==> config.mk <==
export PLATFORM = sky130hd
export DESIGN_NAME = motor_bus_master
export DESIGN_NICKNAME = d
export VERILOG_FILES = /design/src/rtl/motor_bus_master.sv
export SDC_FILE = /design/constraint.sdc
export NUM_CORES = 1
export LEC_CHECK = 0
export BUFFER_PORTS_ARGS = -buffer_cell sky130_fd_sc_hd__buf_2
export CAP_MARGIN = 10
export CORE_UTILIZATION = 40
export DETAILED_ROUTE_END_ITERATION = 10
export PLACE_DENSITY_LB_ADDON = 0.05
export RECOVER_POWER = 50
export SLEW_MARGIN = 20
export SYNTH_ARGS = -nofsm -noshare
export SYNTH_HDL_FRONTEND = slang
export SYNTH_SLANG_ARGS = --single-unit
==> constraint.sdc <==
create_clock -name CLK -period 8.8 [get_ports CLK]
set_input_delay 0.88 -clock CLK [delete_from_list [all_inputs] [get_ports CLK]]
set_output_delay 0.88 -clock CLK [all_outputs]
set_load 0.01 [all_outputs]
==> src/rtl/motor_bus_master.sv <==
// Host-side initiator for the motor-board serial bus: sends setpoint / status-request
// frames byte by byte to a UART and receives, checks and unpacks the 30-byte status reply.
module motor_bus_master #(
  parameter int unsigned TIMEOUT_CYCLES = 100000
) (
  input  logic               CLK,
  input  logic               reset_n,
  input  logic               cmd_valid,
  output logic               cmd_ready,
  input  logic               cmd_type,
  input  logic [7:0]         cmd_id,
  input  logic signed [31:0] cmd_setpoint,
  output logic [7:0]         tx_data,
  output logic               tx_valid,
  input  logic               tx_ready,
  input  logic [7:0]         rx_data,
  input  logic               rx_valid,
  output logic               busy,
  output logic               status_valid,
  output logic [7:0]         status_id,
  output logic [7:0]         status_control_mode,
  output logic signed [31:0] enc0_position,
  output logic signed [31:0] enc1_position,
  output logic signed [31:0] enc0_velocity,
  output logic signed [31:0] enc1_velocity,
  output logic [15:0]        current_phase1,
  output logic [15:0]        current_phase2,
  output logic [15:0]        current_phase3,
  output logic               rx_error,
  output logic               timeout
);

  localparam int CNT_W = $clog2(TIMEOUT_CYCLES + 1);
  localparam logic [CNT_W-1:0] TMO_LAST = CNT_W'(TIMEOUT_CYCLES - 1);
  localparam logic [31:0] RX_MAGIC = 32'h1CEB00DA;

  typedef enum logic [2:0] {IDLE, SEND, WAIT_MAGIC, RECV, CHECK} state_t;

  state_t state, state_nxt;

  logic [87:0]      frame;
  logic [87:0]      frame_new;
  logic [3:0]       byte_idx;
  logic             is_status;
  logic [7:0]       id_q;
  logic             ready_q;
  logic [CNT_W-1:0] tmo_cnt;
  logic [31:0]      magic_sr;
  logic [31:0]      magic_shift;
  logic [4:0]       pl_cnt;
  logic [207:0]     payload;
  logic [15:0]      rx_crc;
  logic [15:0]      crc_st;
  logic [15:0]      crc_sp;
  logic             accept;
  logic             tx_last;
  logic             tx_fire;
  logic             pl_last;
  logic             tmo_hit;
  logic             reply_ok;

  // CRC16, poly 0x8005, MSB of the byte enters first
  function automatic logic [15:0] crc16_byte(input logic [15:0] crc, input logic [7:0] d);
    logic [15:0] c;
    c = crc;
    for (int i = 7; i >= 0; i--) begin
      if (c[15] ^ d[i]) c = {c[14:0], 1'b0} ^ 16'h8005;
      else              c = {c[14:0], 1'b0};
    end
    return c;
  endfunction

  always_comb begin
    crc_st = crc16_byte(16'hFFFF, cmd_id);
    crc_sp = crc16_byte(crc16_byte(crc16_byte(crc16_byte(crc_st,
               cmd_setpoint[31:24]), cmd_setpoint[23:16]), cmd_setpoint[15:8]),
               cmd_setpoint[7:0]);
    if (cmd_type) frame_new = {32'h1CE1CEBB, cmd_id, crc_st, 32'h0};
    else          frame_new = {32'hD0D0D0D0, cmd_id, cmd_setpoint, crc_sp};
  end

  assign accept      = (state == IDLE) && ready_q && cmd_valid;
  assign tx_fire     = (state == SEND) && tx_ready;
  assign tx_last     = byte_idx == (is_status ? 4'd6 : 4'd10);
  assign magic_shift = {magic_sr[23:0], rx_data};
  assign pl_last     = pl_cnt == 5'd25;
  assign tmo_hit     = tmo_cnt == TMO_LAST;
  assign reply_ok    = (rx_crc == payload[15:0]) && (payload[207:200] == id_q);

  always_ff @(posedge CLK or negedge reset_n) begin
    if (!reset_n) state <= IDLE;
    else          state <= state_nxt;
  end

  always_comb begin
    state_nxt = state;
    case (state)
      IDLE: if (accept) state_nxt = SEND;
      SEND: begin
        if (tx_fire && tx_last)
          state_nxt = (is_status && id_q != 8'hFF) ? WAIT_MAGIC : IDLE;
      end
      WAIT_MAGIC: begin
        if (tmo_hit)                                 state_nxt = IDLE;
        else if (rx_valid && magic_shift == RX_MAGIC) state_nxt = RECV;
      end
      // A final payload byte beats the terminal count
      RECV: begin
        if (rx_valid && pl_last) state_nxt = CHECK;
        else if (tmo_hit)        state_nxt = IDLE;
      end
      CHECK:   state_nxt = IDLE;
      default: state_nxt = IDLE;
    endcase
  end

  always_comb begin
    cmd_ready = (state == IDLE) && ready_q;
    busy      = state != IDLE;
    tx_valid  = state == SEND;
    tx_data   = (state == SEND) ? frame[87:80] : 8'h00;
  end

  always_ff @(posedge CLK) begin
    if (accept) begin
      frame     <= frame_new;
      is_status <= cmd_type;
      id_q      <= cmd_id;
    end else if (tx_fire) begin
      frame <= {frame[79:0], 8'h00};
    end
    if (state != WAIT_MAGIC) magic_sr <= 32'h0;
    else if (rx_valid)       magic_sr <= magic_shift;
    if (state != RECV) begin
      rx_crc <= 16'hFFFF;
    end else if (rx_valid) begin
      payload <= {payload[199:0], rx_data};
      if (pl_cnt < 5'd24) rx_crc <= crc16_byte(rx_crc, rx_data);
    end
  end

  always_ff @(posedge CLK or negedge reset_n) begin
    if (!reset_n) begin
      ready_q             <= 1'b0;
      byte_idx            <= '0;
      tmo_cnt             <= '0;
      pl_cnt              <= '0;
      status_valid        <= 1'b0;
      rx_error            <= 1'b0;
      timeout             <= 1'b0;
      status_id           <= '0;
      status_control_mode <= '0;
      enc0_position       <= '0;
      enc1_position       <= '0;
      enc0_velocity       <= '0;
      enc1_velocity       <= '0;
      current_phase1      <= '0;
      current_phase2      <= '0;
      current_phase3      <= '0;
    end else begin
      ready_q <= 1'b1;
      if (accept)       byte_idx <= '0;
      else if (tx_fire) byte_idx <= byte_idx + 4'd1;
      if (state == WAIT_MAGIC || state == RECV) tmo_cnt <= tmo_cnt + 1'b1;
      else                                      tmo_cnt <= '0;
      if (state != RECV)  pl_cnt <= '0;
      else if (rx_valid)  pl_cnt <= pl_cnt + 5'd1;
      timeout      <= (state == WAIT_MAGIC || state == RECV) && tmo_hit && state_nxt == IDLE;
      status_valid <= (state == CHECK) && reply_ok;
      rx_error     <= (state == CHECK) && !reply_ok;
      if (state == CHECK && reply_ok) begin
        status_id           <= payload[207:200];
        status_control_mode <= payload[199:192];
        enc0_position       <= $signed(payload[191:160]);
        enc1_position       <= $signed(payload[159:128]);
        enc0_velocity       <= $signed(payload[127:96]);
        enc1_velocity       <= $signed(payload[95:64]);
        current_phase1      <= payload[63:48];
        current_phase2      <= payload[47:32];
        current_phase3      <= payload[31:16];
      end
    end
  end

endmodule

==> flow_summary_export.csv <==
group,metric,value,unit
outcome,status,"finished with violations",
outcome,violations,"max-capacitance violations, max-slew violations",
clock_tree,hold_buffers,0,
global_routing,grt_max_degree,158,
worst_setup_path,worstSetupPathDepth,4,
timing,tightest_slew,3.23,ns
floorplanning,core-area,0.0539,sq mm
yosys,syn_inst,1385,
floorplanning,fp.dieW,236,um
timing,fmax,0.242,GHz
route,num_vias,11800,
yosys,synth_edf_count,305,
yosys,ys_seq_elements,570,
timing,rsz0062_at_grt,"false",
worst_setup_path,crit_fanout,157,
route,top_layer,"met4",
yosys,synth_ff_type,"edfxtp_1",
power,ir_drop,0.000239,V
global_routing,grt_pass1_vias,11900,
clock_tree,cts_setup_buffers,0,
final_layout,n_antenna_cell,0,
route,routed_wl,49100,um
hold_path,min_path_type,"input port to async pin",
yosys,ys.warnings.count,0,
route,drt-pass1-iter-count,4,
timing,finalCritPeriodShare,46.9,%
final_layout,drive_gt1_share,22.0,%
yosys,synthArstFlopShare,39.5,%
route,drt-initial-drc-count,795,
placed_design,port_buffers,259,
placed_design,dp_hpwl,30800,um
timing,skew,0.0283,ns
floorplanning,dieHeight,236,um
clock_tree,clkSinkCount,570,
worst_setup_path,worstReg2RegStart,"state[0]$_DFF_PN0_",
worst_setup_path,required,9.02,ns
floorplanning,floorplan.die_area,0.0556,sq mm
floorplanning,io-pin-count,260,
final_layout,final_core_util,47.7,%
route,wl_per_cell,20.4,um
run,cap_violations,4,
yosys,ys_types,49,
floorplanning,initial_core_util,40.5,%
worst_setup_path,reg2regPathDepth,8,
clock_tree,clk_pin_slew,0.06,ns
timing,min_period,4.13,ns
clock_tree,cts_tree,"done",
clock_tree,clk_latency,0.63,ns
route,drc,0,
route,drtAntennaViolNets,0,
power,finalPower,6700,uW
final_layout,multi_input_area,0.00601,sq mm
yosys,synth_nets,1444,
final_layout,layout_commonest_cell,"edfxtp_1",
clock_tree,cts_made_buffers,60,
power,p_leak,0.0107,uW
final_layout,area_growth,17.6,%
yosys,synth_area,0.0218,sq mm
worst_setup_path,critPathLaunchType,"input port",
yosys,avgSynthCellArea,15.8,sq um
global_routing,grt_usage,17.5,%
route,met3_length,2370,um
final_layout,nets,1713,
final_layout,layout_common_cells,"edfxtp_1, dfrtp_1, clkbuf_1",
worst_setup_path,cp-end-kind,"register",
worst_setup_path,worstSetupStartpoint,"rx_valid",
yosys,yosysSeqAreaShare,71.4,%
timing,hold_viol,0,
worst_setup_path,crit_buf_inv,3,
global_routing,grt_pass1_wl,74200,um
floorplanning,num_rows,85,
clock_tree,ctsRootBufferMaster,"clkbuf_16",
placed_design,dp_cells,2287,
worst_setup_path,r2r-end,"frame[13]$_DFFE_PP_",
timing,fin_tns_setup,0,ns
global_routing,antenna_found_initial,1,
worst_setup_path,critical-path-max-stage-delay,1.56,ns
worst_setup_path,path_cells,"buf_2 > clkbuf_1 > and2_4 > buf_12",
worst_setup_path,critical-path-slowest-cell,"clkbuf_1",
global_routing,overflow,0,
final_layout,regArea,0.0156,sq mm
final_layout,final_cells,2402,
power,powerDensity,261,mW/mm^2
clock_tree,cts_buffer_depth,3,
worst_setup_path,critical_path_arrival,4.35,ns
route,wl_met1,23000,um
worst_setup_path,reg2reg_slack,5.34,ns
timing,maxSlewHeadroom,-115,%
clock_tree,post_cts_resized,0,
worst_setup_path,critical_path.top_delay_family,"buffers and inverters",
route,met2_length,22700,um
worst_setup_path,path_class,"input port to register",
clock_tree,htreeDepth,2,
timing,slew_viol_final,191,
worst_setup_path,timing.critical_path.to,"payload[117]$_DFFE_PP_",
timing,hold_ws,0.329,ns
timing,setup_viol,0,
route,via_per_inst,4.92,
final_layout,nFillCells,4812,
placed_design,place.gp.congestion,0.772,
[per-stage QoR]
stage                     setup WS, ns  area [sq um]
final                             4.67         25700
after global routing              3.99         25700
after global placement            5.27         23900
after floorplan                   1.91         21800
after CTS                         5.24         25900
after detailed placement          5.25         23900
[where the power goes]
group	total [uW]	internal [uW]	switching (uW)	leakage, uW
sequential	3290	3180	107	0.00627
clock	2580	1520	1060	0.000999
combinational	824	338	485	0.00341
[layout make-up]
type | count | share of cell area (%)
clock buffer | 93 | 6.99
clock inverter | 21 | 0.935
inverter | 7 | 0.102
multi-input combinational | 745 | 23.4
sequential | 570 | 60.7
tap | 696 | 3.39
timing repair buffer | 270 | 4.51
[worst register-to-register path: stages, from the launching register on]
cell	delay [ns]
dfrtp_1	0.45
nor3_1	0.41
and2_1	0.23
nand2_2	0.06
buf_4	0.33
inv_2	0.14
buf_4	0.62
nand2b_1	0.68
o21ai_0	0.36
[flip-flops by register name, summed over array words and instances (netlist names), 16 cells and up]
signal and flops:
payload 208, frame 88, enc0_position 32, enc0_velocity 32, enc1_position 32, enc1_velocity 32, magic_sr 24, tmo_cnt 17
current_phase1 16, current_phase2 16, current_phase3 16, rx_crc 16
[routing by layer]
metal	vias up	GRT usage, %
met1	6028	24.8
met3	77	3.99
met2	240	27.1
met4	0	5.01
li1	5479	-
met5	-	0
[how the worst min path moves through the flow]
| stage | end | depth (start not counted) |
|---|---|---|
| floorplan | payload[100]$_DFFE_PP_ | 0 |
| global placement | payload[87]$_DFFE_PP_ | 0 |
| detailed placement | payload[103]$_DFFE_PP_ | 0 |
| CTS | enc1_position[5]$_DFFE_PN0P_ | 1 |
| global route | enc1_position[5]$_DFFE_PN0P_ | 1 |
| finish | enc1_position[5]$_DFFE_PN0P_ | 1 |
[cells in the mapped netlist (2+ instances only)]
| master | instances | area share [%] |
|---|---|---|
| nand3_1 | 12 | 0.27 |
| nor4b_1 | 2 | 0.080 |
| a22o_1 | 2 | 0.080 |
| o21ai_0 | 21 | 0.48 |
| xor2_1 | 48 | 1.9 |
| xnor3_1 | 13 | 1.3 |
| xnor3_4 | 3 | 0.36 |
| xnor2_1 | 81 | 3.2 |
| nand3b_1 | 19 | 0.65 |
| or3_1 | 2 | 0.057 |
| o211ai_1 | 14 | 0.48 |
| nor2_1 | 78 | 1.3 |
| buf_2 | 3 | 0.069 |
| a21oi_1 | 12 | 0.27 |
| ha_1 | 5 | 0.29 |
| clkbuf_1 | 49 | 0.84 |
| nand2b_1 | 3 | 0.086 |
| or2_2 | 8 | 0.23 |
| inv_1 | 7 | 0.12 |
| buf_1 | 10 | 0.17 |
| and3_1 | 5 | 0.14 |
| mux2_2 | 192 | 9.9 |
| dfxtp_1 | 40 | 3.7 |
| and2_1 | 11 | 0.32 |
| a21o_1 | 11 | 0.38 |
| nor4_1 | 8 | 0.23 |
| nand4_1 | 12 | 0.34 |
| mux2i_1 | 31 | 1.4 |
| nor3_1 | 3 | 0.069 |
| dfrtp_1 | 225 | 26 |
| nor2b_1 | 9 | 0.26 |
| nor3b_1 | 3 | 0.10 |
| edfxtp_1 | 305 | 42 |
| nand2_1 | 121 | 2.1 |
| xnor3_2 | 3 | 0.33 |
[logic make-up (layout without fill, tap and decap cells)]
kind of cell    after synthesis  after routing  share of synthesized area (%)
fa+ha+maj                     5              5                          0.286
simple gates                301            301                           6.48
flops                       570            570                           71.4
xor+xnor                    151            151                           7.47
buf+inv                      70            391                           1.25
mux                         223            223                           11.3
compound gates               64             64                           1.82
other cells                   1              1                         0.0172
Note: power is estimated with default switching activity, not from simulation.
